File: src/rtl/pll_cfg_pkg.sv
// Shared definitions for the PLL reconfiguration responder: register map,
// frame geometry and controller states.
package pll_cfg_pkg;

  localparam logic [5:0] ADDR_MODE   = 6'd0;
  localparam logic [5:0] ADDR_STATUS = 6'd1;
  localparam logic [5:0] ADDR_START  = 6'd2;
  localparam logic [5:0] ADDR_N      = 6'd3;
  localparam logic [5:0] ADDR_M      = 6'd4;
  localparam logic [5:0] ADDR_K      = 6'd7;

  localparam int FRAME_BITS = 64;
  localparam int CNT_W      = $clog2(FRAME_BITS);

  typedef enum logic [2:0] {
    IDLE,
    SHIFT,
    UPDATE,
    WAIT_UNLOCK,
    WAIT_LOCK,
    DONE
  } cfg_state_t;

endpackage

File: src/rtl/pll_cfg_shifter.sv
// Parallel-load shift register that serialises the configuration frame MSB
// first, one bit per cycle while go is high.
module pll_cfg_shifter
  import pll_cfg_pkg::*;
(
  input  logic                  clk,
  input  logic                  rst,
  input  logic                  load,
  input  logic                  go,
  input  logic [FRAME_BITS-1:0] frame,
  output logic                  sdata,
  output logic                  shift,
  output logic                  last
);

  logic [FRAME_BITS-1:0] frame_p0;
  logic [CNT_W-1:0]      cnt_p0;

  always_ff @(posedge clk) begin
    if (rst) begin
      shift  <= 1'b0;
      sdata  <= 1'b0;
      cnt_p0 <= '0;
    end else begin
      shift <= go;
      sdata <= go ? frame_p0[FRAME_BITS-1] : 1'b0;
      if (load)
        cnt_p0 <= CNT_W'(FRAME_BITS - 1);
      else if (go && cnt_p0 != '0)
        cnt_p0 <= cnt_p0 - 1'b1;
    end
  end

  // Frame data carries no reset; it is always loaded before use.
  always_ff @(posedge clk) begin
    if (load)
      frame_p0 <= frame;
    else if (go)
      frame_p0 <= {frame_p0[FRAME_BITS-2:0], 1'b0};
  end

  assign last = (cnt_p0 == '0);

endmodule

File: src/rtl/pll_cfg_responder.sv
// Memory-mapped PLL reconfiguration slave: shadow registers, serial frame
// shift-out, update strobe and relock/timeout tracking.
module pll_cfg_responder
  import pll_cfg_pkg::*;
#(
  parameter logic [15:0] LOCK_TIMEOUT = 16'd50000,
  parameter logic [7:0]  RELOCK_MIN   = 8'd16
) (
  input  logic        CLK_50M,
  input  logic        RESET,
  input  logic [5:0]  mgmt_address,
  input  logic        mgmt_write,
  input  logic        mgmt_read,
  input  logic [31:0] mgmt_writedata,
  output logic [31:0] mgmt_readdata,
  output logic        mgmt_waitrequest,
  output logic        cfg_sdata,
  output logic        cfg_shift,
  output logic        cfg_update,
  input  logic        pll_locked,
  output logic        busy
);

  cfg_state_t  state;
  logic        mode;
  logic [15:0] reg_n;
  logic [15:0] reg_m;
  logic [31:0] reg_k;
  logic        last_timeout;
  logic        start_held;
  logic [15:0] tmo_cnt;
  logic [7:0]  low_cnt;
  logic        lock_s1;
  logic        lock_s2;
  logic        shift_last;

  logic is_start_req;
  logic start_stall;
  logic start_go;
  logic wr_accept;

  assign is_start_req = mgmt_write && (mgmt_address == ADDR_START);
  assign start_stall  = is_start_req && !mode;
  assign start_go     = (state == IDLE) && is_start_req;
  assign wr_accept    = (state == IDLE) && mgmt_write && !mgmt_waitrequest;
  assign busy         = (state != IDLE) || start_stall;

  // A waitrequest-mode START is held from its first cycle until DONE;
  // in polling mode every write is held off until the controller is idle.
  always_comb begin
    mgmt_waitrequest = 1'b0;
    case (state)
      IDLE:    mgmt_waitrequest = start_stall;
      DONE:    mgmt_waitrequest = mgmt_write && !start_held;
      default: mgmt_waitrequest = mgmt_write;
    endcase
  end

  always_comb begin
    mgmt_readdata = 32'd0;
    if (mgmt_read && !mgmt_write) begin
      case (mgmt_address)
        ADDR_MODE:   mgmt_readdata = {31'd0, mode};
        ADDR_STATUS: mgmt_readdata = {29'd0, lock_s2, last_timeout, busy};
        ADDR_N:      mgmt_readdata = {16'd0, reg_n};
        ADDR_M:      mgmt_readdata = {16'd0, reg_m};
        ADDR_K:      mgmt_readdata = reg_k;
        default:     mgmt_readdata = 32'd0;
      endcase
    end
  end

  // Lock input is asynchronous to the management clock.
  always_ff @(posedge CLK_50M) begin
    lock_s1 <= pll_locked;
    lock_s2 <= lock_s1;
  end

  pll_cfg_shifter u_shifter (
    .clk   (CLK_50M),
    .rst   (RESET),
    .load  (start_go),
    .go    (state == SHIFT),
    .frame ({reg_k, reg_m, reg_n}),
    .sdata (cfg_sdata),
    .shift (cfg_shift),
    .last  (shift_last)
  );

  always_ff @(posedge CLK_50M) begin
    if (RESET) begin
      state        <= IDLE;
      mode         <= 1'b0;
      reg_n        <= 16'h0101;
      reg_m        <= 16'h0404;
      reg_k        <= 32'd0;
      last_timeout <= 1'b0;
      start_held   <= 1'b0;
      tmo_cnt      <= 16'd0;
      low_cnt      <= 8'd0;
      cfg_update   <= 1'b0;
    end else begin
      cfg_update <= (state == UPDATE);

      if (wr_accept) begin
        case (mgmt_address)
          ADDR_MODE: mode  <= mgmt_writedata[0];
          ADDR_N:    reg_n <= mgmt_writedata[15:0];
          ADDR_M:    reg_m <= mgmt_writedata[15:0];
          ADDR_K:    reg_k <= mgmt_writedata;
          default:   ;
        endcase
      end

      if (state == WAIT_UNLOCK || state == WAIT_LOCK) begin
        if (tmo_cnt != 16'hFFFF)
          tmo_cnt <= tmo_cnt + 16'd1;
      end

      case (state)
        IDLE: begin
          if (start_go) begin
            state        <= SHIFT;
            start_held   <= !mode;
            last_timeout <= 1'b0;
          end
        end
        SHIFT: begin
          if (shift_last)
            state <= UPDATE;
        end
        UPDATE: begin
          tmo_cnt <= 16'd0;
          low_cnt <= 8'd0;
          state   <= WAIT_UNLOCK;
        end
        WAIT_UNLOCK: begin
          if (tmo_cnt == LOCK_TIMEOUT) begin
            state        <= DONE;
            last_timeout <= 1'b1;
          end else if (!lock_s2) begin
            // The cycle where the count reads RELOCK_MIN-1 is the
            // RELOCK_MIN-th consecutive unlocked cycle.
            if (low_cnt == RELOCK_MIN - 8'd1)
              state <= WAIT_LOCK;
            low_cnt <= low_cnt + 8'd1;
          end else begin
            low_cnt <= 8'd0;
          end
        end
        WAIT_LOCK: begin
          if (tmo_cnt == LOCK_TIMEOUT) begin
            state        <= DONE;
            last_timeout <= 1'b1;
          end else if (lock_s2) begin
            state <= DONE;
          end
        end
        DONE: begin
          state      <= IDLE;
          start_held <= 1'b0;
        end
        default: state <= IDLE;
      endcase
    end
  end

endmodule

File: config.mk
export PLATFORM = sky130hd
export DESIGN_NAME = pll_cfg_responder
export DESIGN_NICKNAME = d
export VERILOG_FILES = /design/src/rtl/pll_cfg_pkg.sv /design/src/rtl/pll_cfg_shifter.sv /design/src/rtl/pll_cfg_responder.sv
export SDC_FILE = /design/constraint.sdc
export NUM_CORES = 1
export LEC_CHECK = 0
export CORE_MARGIN = 2
export CORE_UTILIZATION = 55
export CTS_BUF_LIST = sky130_fd_sc_hd__clkbuf_4
export CTS_CLUSTER_DIAMETER = 100
export DETAILED_ROUTE_END_ITERATION = 16
export GPL_TIMING_DRIVEN = 0
export PLACE_DENSITY = 0.78
export SETUP_SLACK_MARGIN = 0.3
export SYNTH_ARGS = -nofsm -noshare
export SYNTH_HDL_FRONTEND = slang
export SYNTH_SLANG_ARGS = --single-unit
File: constraint.sdc
create_clock -name CLK_50M -period 8.11 [get_ports CLK_50M]
set_input_delay 1.2165 -clock CLK_50M [delete_from_list [all_inputs] [get_ports CLK_50M]]
set_output_delay 1.2165 -clock CLK_50M [all_outputs]
set_load 0.01 [all_outputs]
==> results of run 1 <==
==> Yosys cell counts, types with 2 or more instances <==
cell	number	area, um2
ha_1	5	62.6
a21oi_1	83	415
nor3_1	11	55.1
a311oi_1	2	17.5
a31oi_1	3	18.8
xnor2_1	13	114
a21o_1	3	22.5
o211a_1	2	20.0
nand2b_1	3	18.8
dfxtp_1	105	2100
and2_1	19	119
nor2_1	46	173
or4_1	3	22.5
mux2i_1	3	30.0
a22o_1	13	114
buf_6	6	67.6
and3_1	7	43.8
mux2_4	60	901
a22oi_1	17	128
inv_1	13	48.8
o2111ai_1	3	26.3
nor4_1	5	31.3
clkbuf_1	38	143
a211oi_1	7	52.6
or4b_2	2	20.0
nand4_1	3	18.8
nand3b_1	4	30.0
nand2_1	156	586
edfxtp_1	64	1920
or3_1	3	18.8
o21ai_0	8	40.0
nand3_1	20	100
mux2_2	7	78.8
xor2_1	4	35.0
==> flip-flops by register name, indices dropped and copies added (netlist names), 3 cells and up <==
register            cells
low_cnt                 8
reg_k                  32
reg_m                  16
reg_n                  16
state                   3
tmo_cnt                16
u_shifter.cnt_p0        6
u_shifter.frame_p0     64
==> critical path, stage by stage <==
cell	delay, ns
clkdlybuf4s50_1	0.41
or3_1	0.37
buf_2	0.16
or4_4	0.52
or4_1	0.41
buf_4	0.21
buf_1	0.29
o21ai_0	0.25
clkdlybuf4s50_1	0.56
==> power by group <==
group / total [W] / switching, W / internal (W)
clock network: 0.000398 / 0.000279 / 0.000119
logic: 0.000367 / 0.000175 / 0.000192
registers: 0.00108 / 0.0000462 / 0.00103
==> metal layers <==
layer,track usage (%),part of all wire (%),vias up
met1,34.9,44,2969
met3,4.55,6.0,38
met2,42.0,47,233
met4,11.9,2.5,0
met5,0,0,-
li1,-,-,2893
==> placed cells by master (no fill, tap or decap), types with 11 or more instances in the layout <==
cell type / Yosys / layout
nor2_1: 46 / 46
clkdlybuf4s50_1: 0 / 79
xnor2_1: 13 / 13
a22o_1: 13 / 13
a22oi_1: 17 / 17
edfxtp_1: 64 / 64
a21oi_1: 83 / 83
clkbuf_1: 38 / 38
mux2_4: 60 / 60
dfxtp_1: 105 / 105
nand2_1: 156 / 156
and2_1: 19 / 19
nor3_1: 11 / 11
clkbuf_4: 0 / 19
inv_1: 13 / 13
nand3_1: 20 / 20
==> cell type report <==
type	count	area [um2]
clock inverter	13	62.6
timing repair buffer	81	831
buffer	47	226
tap	180	225
fill	1077	4810
multi-input combinational	531	3460
sequential	169	4020
clock buffer	19	143
inverter	13	48.8
==> logic make-up (layout without fill, tap and decap cells) <==
kind of cell / count (synthesis) / after routing / share of synthesized area (%)
fa+ha+maj: 5 / 5 / 0.808
mux: 70 / 70 / 13.0
flops: 169 / 169 / 52.0
compound gates: 148 / 148 / 11.8
buf+inv: 60 / 173 / 3.55
simple gates: 291 / 291 / 16.9
xor+xnor: 17 / 17 / 1.92
==> worst min path at each step <==
stage                                  to  cells past startpoint
final                     lock_s2$_DFF_P_                      0
after global routing      lock_s2$_DFF_P_                      0
after detailed placement  lock_s2$_DFF_P_                      0
after global placement    lock_s2$_DFF_P_                      0
after CTS                 lock_s2$_DFF_P_                      0
after floorplan           lock_s2$_DFF_P_                      0
==> through the flow <==
stage / power (W) / utilization [%] / std cells
after floorplan: 0.00134 / - / 760
after global placement: 0.00145 / 63.4 / 1019
final: 0.00184 / 65.2 / 1053
after detailed placement: 0.00146 / 63.7 / 1021
after global routing: 0.00193 / 65.2 / 1053
after CTS: 0.00185 / 65.2 / 1053
==> run_results.csv, run 1 <==
group,metric,value,unit
setup_path,crit_path_start_kind,"input port",
job,maxCapViolCount,0,
final_layout,layout-drive-gt1-share,12.5,%
clock_tree,clock_latency,0.57,ns
grt,antenna_found_initial,0,
setup_path,worstSetupEndpointType,"output port",
drt,via_per_inst,5.82,
clock_tree,cts_setup_buffers,0,
yosys,seq_area_frac_synth,52.0,%
yosys,synthFlopType,"dfxtp_1",
final_layout,final_design_area_no_fill,0.00902,mm2
final_layout,nNetsFinal,908,
sta,setup-violations-final,0,
place,dp_hpwl,13.4,mm
sta,fin_crit,5.61,ns
drt,drtAntennaViolNets,0,
run_status,status,"finished clean",
sta,fin_skew,0.0225,ns
floorplanning,ioPinCount,80,
sta,period_share,69.2,%
floorplanning,fp.coreArea,0.0138,mm2
drt,drt_iter0_drc,482,
floorplanning,start_util,56.0,%
final_layout,num_antenna_cells,0,
sta,hold_violations,0,
clock_tree,cts_tree,"done",
clock_tree,cts_buffer_depth,2,
setup_path,r2r_start,"state[1]$_SDFFE_PP0P_",
place,gp_congestion,0.894,
yosys,syn_inst,760,
yosys,yosysWarnings,0,
sta,fin_ws,2.50,ns
setup_path,critPathCapture,"mgmt_waitrequest",
pwr,p_leak,3.20,nW
setup_path,startpoint,"mgmt_address[3]",
clock_tree,ctsHoldBuffers,0,
clock_tree,cts_sinks,169,
setup_path,path_max_fanout,10,
setup_path,critPathArrivalTime,4.39,ns
grt,grt_usage,26.3,%
floorplanning,die-width,123,um
clock_tree,cts_resized,0,
clock_tree,numCtsBuffers,17,
sta,setup_tns,0,ns
final_layout,syn2layout_area_growth,16.4,%
sta,holdWs,0.343,ns
yosys,synth-edff-count,64,
pwr,ir_drop,0.167,mV
sta,rsz0062_at_grt,"false",
drt,num_vias,6133,
min_path,min_from,"lock_s1$_DFF_P_",
min_path,hold_class,"reg2reg",
pwr,p_per_area,204,mW/mm2
drt,drc,0,
clock_tree,cts.clk_slew.worst_paths,0.12,ns
setup_path,crit_type,"in2out",
drt,drtPass1Iterations,5,
yosys,synthDistinctLibCells,53,
setup_path,worst-r2r-setup-slack,5.40,ns
yosys,synth_area,0.00774,mm2
sta,max_freq,178,MHz
yosys,async_flop_share,0,%
floorplanning,die_y,123,um
sta,relSlewSlack,35.7,%
clock_tree,cts.root.buffer_cell,"clkbuf_4",
yosys,synth_nets,808,
grt,grt_pass1_wl,30.1,mm
place,pre_cts_ws,2.51,ns
floorplanning,num_rows,43,
setup_path,r2r_end,"reg_n[7]$_SDFFE_PP0P_",
yosys,syn_avg_cell_area,10.2,um2
drt,drt_wl_total,18.9,mm
clock_tree,htree_num_levels,4,
sta,maxSlewViolCount,0,
grt,grt_max_degree,28,
sta,worst_slew_pin_slew,0.959,ns
setup_path,reg2reg_depth,9,
place,place_area,0.00881,mm2
floorplanning,dieArea,0.0150,mm2
place,io_buffers,79,
setup_path,crit_required,6.89,ns
grt,grt_overflow,0,
drt,wl_per_cell,17.9,um
grt,grt_pass1_vias,6028,
yosys,synth-seq-cells,169,
Note: power is estimated with default switching activity, not from simulation.
==> run 2: changes to the inputs <==
Clock period 8.11 ns to 5.2 ns, I/O delays scaled along.
==> run 2 against run 1 <==
  * Critical path depth is the same
  * Final cell count is the same
  * Power grew 65%
  * Final area grew 0.87%
  * Utilization grew 0.57 points
  * Critical path type unchanged
  * Highest routed layer unchanged
==> run_results.csv, run 2 (synthesis results as in run 1) <==
group,metric,value,unit
clock_tree,cts_buffer_depth,2,
drt,drc,0,
grt,grt_pass1_vias,6001,
grt,grt_overflow,0,
sta,setup_tns,0,ns
floorplanning,ioPinCount,80,
sta,hold_violations,0,
place,place_area,0.00881,mm2
final_layout,layout_common_cells,"nand2_1 (156), dfxtp_1 (105), a21oi_1 (83), clkdlybuf4s50_1 (79), edfxtp_1 (64)",
clock_tree,ctsHoldBuffers,0,
clock_tree,numCtsBuffers,17,
setup_path,r2r_end,"reg_n[1]$_SDFFE_PP0P_",
setup_path,crit_required,4.42,ns
drt,drtAntennaViolNets,0,
floorplanning,dieArea,0.0150,mm2
sta,worst_slew_pin_slew,1.02,ns
setup_path,crit_type,"in2out",
floorplanning,fp.coreArea,0.0138,mm2
sta,fin_crit,4.77,ns
final_layout,largest-register,"u_shifter.frame_p0",
drt,dr.max_layer_used,"met4",
final_layout,layout-drive-gt1-share,12.8,%
setup_path,crit_path_start_kind,"input port",
sta,relSlewSlack,31.5,%
place,dp_hpwl,13.6,mm
sta,fin_skew,0.0187,ns
pwr,total_power,0.00304,W
final_layout,final_design_area_no_fill,0.00909,mm2
run_status,status,"finished clean",
floorplanning,die_y,123,um
drt,drtPass1Iterations,6,
pwr,p_per_area,334,mW/mm2
floorplanning,die-width,123,um
job,maxCapViolCount,0,
place,gp_congestion,0.877,
pwr,p_leak,3.24,nW
place,io_buffers,79,
final_layout,num_antenna_cells,0,
drt,wl_per_cell,18.3,um
clock_tree,clock_latency,0.57,ns
setup_path,worst-r2r-setup-slack,2.34,ns
pwr,ir_drop,0.223,mV
floorplanning,num_rows,43,
setup_path,path_max_fanout,10,
drt,wl_met3,1.41,mm
place,pre_cts_ws,0.458,ns
grt,grt_max_degree,31,
drt,num_vias,6237,
clock_tree,cts_setup_buffers,0,
final_layout,reg_top3,"u_shifter.frame_p0 x64, reg_k x32",
floorplanning,start_util,56.0,%
sta,max_freq,210,MHz
setup_path,worstSetupEndpointType,"output port",
clock_tree,cts_sinks,169,
min_path,hold_class,"reg2reg",
sta,maxSlewViolCount,0,
final_layout,layout_commonest_cell,"nand2_1",
setup_path,reg2reg_depth,9,
clock_tree,htree_num_levels,4,
setup_path,critPathCapture,"mgmt_waitrequest",
grt,grt_usage,26.3,%
clock_tree,cts.root.buffer_cell,"clkbuf_4",
sta,fin_ws,0.429,ns
setup_path,critPathArrivalTime,3.99,ns
setup_path,r2r_start,"state[1]$_SDFFE_PP0P_",
sta,period_share,91.8,%
final_layout,nNetsFinal,908,
setup_path,startpoint,"mgmt_address[3]",
sta,setup-violations-final,0,
final_layout,largest_reg_flops,64,
drt,routed-wl-met2,9.27,mm
drt,via_per_inst,5.92,
drt,routedLengthMet1,8.23,mm
grt,grt_pass1_wl,30.3,mm
drt,drt_iter0_drc,530,
final_layout,syn2layout_area_growth,17.5,%
clock_tree,cts.clk_slew.worst_paths,0.13,ns
clock_tree,cts_tree,"done",
drt,drt_wl_total,19.2,mm
sta,rsz0062_at_grt,"false",
grt,antenna_found_initial,0,
## run 2: what timing repair did
action / in CTS / in global routing
resized for setup: 0 / 1
endpoints found under the hold margin: 0 / 0
endpoints found under the setup margin: 0 / 2
## run 2: per-layer routing
metal	vias up	global-route usage [%]
met1	2997	35.0
met5	-	0
met4	0	6.97
li1	2888	-
met2	319	43.6
met3	33	5.53
## run 2: report_power, final
| group | internal, W | leakage, nW | switching (W) |
|---|---|---|---|
| combinational | 0.000298 | 1.65 | 0.000276 |
| sequential | 0.00161 | 1.44 | 0.0000737 |
| clock | 0.000340 | 0.155 | 0.000439 |
| total | 0.00225 | 3.24 | 0.000789 |
## run 2: critical path, cell delays in order
cell             delay, ns
clkdlybuf4s50_1       0.42
or3_1                 0.36
buf_2                 0.16
or4_4                 0.52
or4_1                 0.43
buf_4                 0.21
buf_1                 0.28
o21ai_0               0.26
clkdlybuf4s50_1       0.57
## run 2: cell type report
| class | instances | area (um2) |
|---|---|---|
| tap | 180 | 225 |
| buffer | 47 | 226 |
| clock inverter | 12 | 131 |
| sequential | 169 | 4020 |
| inverter | 13 | 48.8 |
| clock buffer | 20 | 150 |
| multi-input combinational | 531 | 3460 |
| fill | 1076 | 4730 |
| timing repair buffer | 81 | 831 |
## run 2: how the worst min path moves through the flow
| stage | start | end | depth (start not counted) |
|---|---|---|---|
| 2_1_floorplan | lock_s1$_DFF_P_ | lock_s2$_DFF_P_ | 0 |
| 6_report | lock_s1$_DFF_P_ | lock_s2$_DFF_P_ | 0 |
| 5_1_grt | lock_s1$_DFF_P_ | lock_s2$_DFF_P_ | 0 |
| 4_1_cts | lock_s1$_DFF_P_ | lock_s2$_DFF_P_ | 0 |
| 3_5_place_dp | lock_s1$_DFF_P_ | lock_s2$_DFF_P_ | 0 |
| 3_3_place_gp | lock_s1$_DFF_P_ | lock_s2$_DFF_P_ | 0 |
## run 2: through the flow
| step | hold WS (ns) | std cells | util [%] |
|---|---|---|---|
| 2_1_floorplan | 0.310 | 760 | - |
| 3_3_place_gp | 0.313 | 1019 | 63.4 |
| 3_5_place_dp | 0.323 | 1021 | 63.7 |
| 4_1_cts | 0.351 | 1053 | 65.8 |
| 5_1_grt | 0.363 | 1053 | 65.8 |
| 6_report | 0.351 | 1053 | 65.8 |
==> run 3: changes to the inputs <==
Settings changed: SKIP_LAST_GASP from default to 1, SLEW_MARGIN from default to 20.
==> run 3 against run 2 <==
  * Wire length down 0.19%
  * Worst setup slack got worse by 0.017 ns
  * Critical path depth is 1 lower
  * Final cell count is essentially flat
  * Fmax is 0.34% lower
  * Sequential cell count did not move
  * Critical endpoint is now mgmt_readdata[0]
==> run_results.csv, run 3 (synthesis results as in run 1) <==
group,metric,value,unit
final_layout,reg_top3,"u_shifter.frame_p0 x64, reg_k x32",
clock_tree,cts_setup_buffers,0,
grt,grt_pass1_wl,30.1,mm
clock_tree,clock_latency,0.58,ns
setup_path,crit_required,4.42,ns
drt,drtAntennaViolNets,0,
setup_path,critPathArrivalTime,4.01,ns
final_layout,largest-register,"u_shifter.frame_p0",
setup_path,r2r_end,"reg_n[1]$_SDFFE_PP0P_",
setup_path,critPathSlowestCell,"nor2_1",
floorplanning,die-width,123,um
final_layout,nNetsFinal,909,
setup_path,cp_common_cell,"clkdlybuf4s50_1",
sta,rsz0062_at_grt,"false",
clock_tree,cts_buffer_depth,2,
final_layout,layout-drive-gt1-share,12.8,%
pwr,p_leak,3.22,nW
sta,max_freq,209,MHz
final_layout,multi_input_area,0.00346,mm2
clock_tree,cts_tree,"done",
setup_path,max_stage_delay,0.69,ns
drt,num_vias,6197,
sta,fin_skew,0.0163,ns
setup_path,crit_type,"in2out",
place,dp_hpwl,13.6,mm
floorplanning,die_y,123,um
sta,hold_violations,0,
sta,holdWs,0.344,ns
sta,setup_tns,0,ns
setup_path,crit_path_start_kind,"input port",
sta,period_share,92.1,%
clock_tree,cts_resized,0,
grt,grt_pass1_vias,5938,
floorplanning,fp.coreArea,0.0138,mm2
place,place_area,0.00885,mm2
final_layout,ff_latch_area,0.00402,mm2
min_path,hold_end,"lock_s2$_DFF_P_",
grt,grt_max_degree,24,
clock_tree,cts_sinks,169,
sta,setup-violations-final,0,
setup_path,r2r_start,"state[1]$_SDFFE_PP0P_",
sta,fin_crit,4.79,ns
final_layout,nFillCells,1067,
setup_path,path_max_fanout,10,
final_layout,num_antenna_cells,0,
drt,drtPass1Iterations,5,
grt,antenna_found_initial,0,
drt,drc,0,
pwr,ir_drop,0.219,mV
sta,maxSlewViolCount,0,
clock_tree,numCtsBuffers,17,
min_path,min_path_cells,0,
clock_tree,cts.root.buffer_cell,"clkbuf_4",
place,pre_cts_ws,0.447,ns
floorplanning,ioPinCount,80,
setup_path,worstSetupEndpointType,"output port",
setup_path,reg2reg_depth,9,
drt,drt_iter0_drc,521,
run_status,status,"finished clean",
place,gp_congestion,0.877,
min_path,hold_class,"reg2reg",
sta,relSlewSlack,34.2,%
setup_path,worst-r2r-setup-slack,2.39,ns
clock_tree,cts.clk_slew.worst_paths,0.13,ns
drt,drt_wl_total,19.2,mm
min_path,min_from,"lock_s1$_DFF_P_",
setup_path,path_cells,"clkdlybuf4s50_1, or3_1, buf_2, nor2_1, clkbuf_1, a22oi_1, a21oi_1, clkdlybuf4s50_1",
place,io_buffers,79,
clock_tree,ctsHoldBuffers,0,
floorplanning,dieArea,0.0150,mm2
final_layout,largest_reg_flops,64,
floorplanning,start_util,56.0,%
setup_path,crit_buf_inv,4,
grt,grt_overflow,0,
drt,wl_per_cell,18.2,um
clock_tree,htree_num_levels,4,
final_layout,layout_commonest_cell,"nand2_1",
final_layout,final_design_area_no_fill,0.00906,mm2
sta,worst_slew_pin_slew,0.980,ns
final_layout,layout_common_cells,"nand2_1 (156), dfxtp_1 (105), a21oi_1 (83), clkdlybuf4s50_1 (79), edfxtp_1 (64)",
pwr,total_power,0.00290,W
pwr,p_per_area,321,mW/mm2
grt,grt_usage,26.2,%
setup_path,startpoint,"mgmt_address[3]",
setup_path,cp_top_family,"buffers and inverters",
final_layout,syn2layout_area_growth,17.0,%
job,maxCapViolCount,0,
sta,fin_ws,0.412,ns
drt,via_per_inst,5.88,
floorplanning,num_rows,43,
## run 3: cell types whose count changed in the layout (fill, tap and decap cells not counted), sizes merged
cell and delta:
clkbuf -1, bufinv -3, clkinv +4, buf +1
## run 3: worst max path at each step
stage / endpoint / depth (start not counted) / slack, ns
5_1_grt: mgmt_readdata[2] / 8 / 0.33
3_5_place_dp: mgmt_waitrequest / 9 / 0.45
6_report: mgmt_readdata[0] / 8 / 0.41
2_1_floorplan: u_shifter.frame_p0[0]$_SDFFCE_PN0P_ / 7 / 1.34
4_1_cts: mgmt_waitrequest / 9 / 0.42
3_3_place_gp: u_shifter.frame_p0[45]$_DFFE_PP_ / 8 / 0.29
## run 3: metal layers
layer | up-vias | GRT usage, % | part of all wire, %
met2 | 256 | 42.6 | 48
met3 | 34 | 5.16 | 6.8
li1 | 2886 | - | -
met1 | 3021 | 35.3 | 44
met5 | - | 0 | 0
met4 | 0 | 8.05 | 1.8
## run 3: per-stage QoR
stage                     utilization (%)  std cells
after detailed placement             64.0       1022
final                                65.5       1054
after global routing                 65.5       1054
after CTS                            65.5       1054
after global placement               63.4       1019
after floorplan                         -        760
## run 3: where the power goes
part,leakage [nW],switching (W),internal (W)
Clock,0.124,0.000441,0.000186
Sequential,1.44,0.0000730,0.00161
Combinational,1.66,0.000278,0.000317
Total,3.22,0.000792,0.00211
## run 3: final cells by class
class | instances | area share, %
multi-input cells | 531 | 38.2
well taps | 180 | 2.49
plain buffers | 47 | 2.50
flip-flops and latches | 169 | 44.4
clock inverters | 13 | 0.677
clock buffers | 19 | 1.57
repair buffers | 82 | 9.64
inverters | 13 | 0.539
## run 3: worst reg2reg max path, stage by stage (launching register included)
cell and delay, ns:
dfxtp_1 0.32, clkbuf_1 0.19, nor3_1 0.39, and2_0 0.19, clkbuf_1 0.27, and2_1 0.17
clkbuf_1 0.36, clkbuf_1 0.56, nand2_1 0.15, a21oi_1 0.14
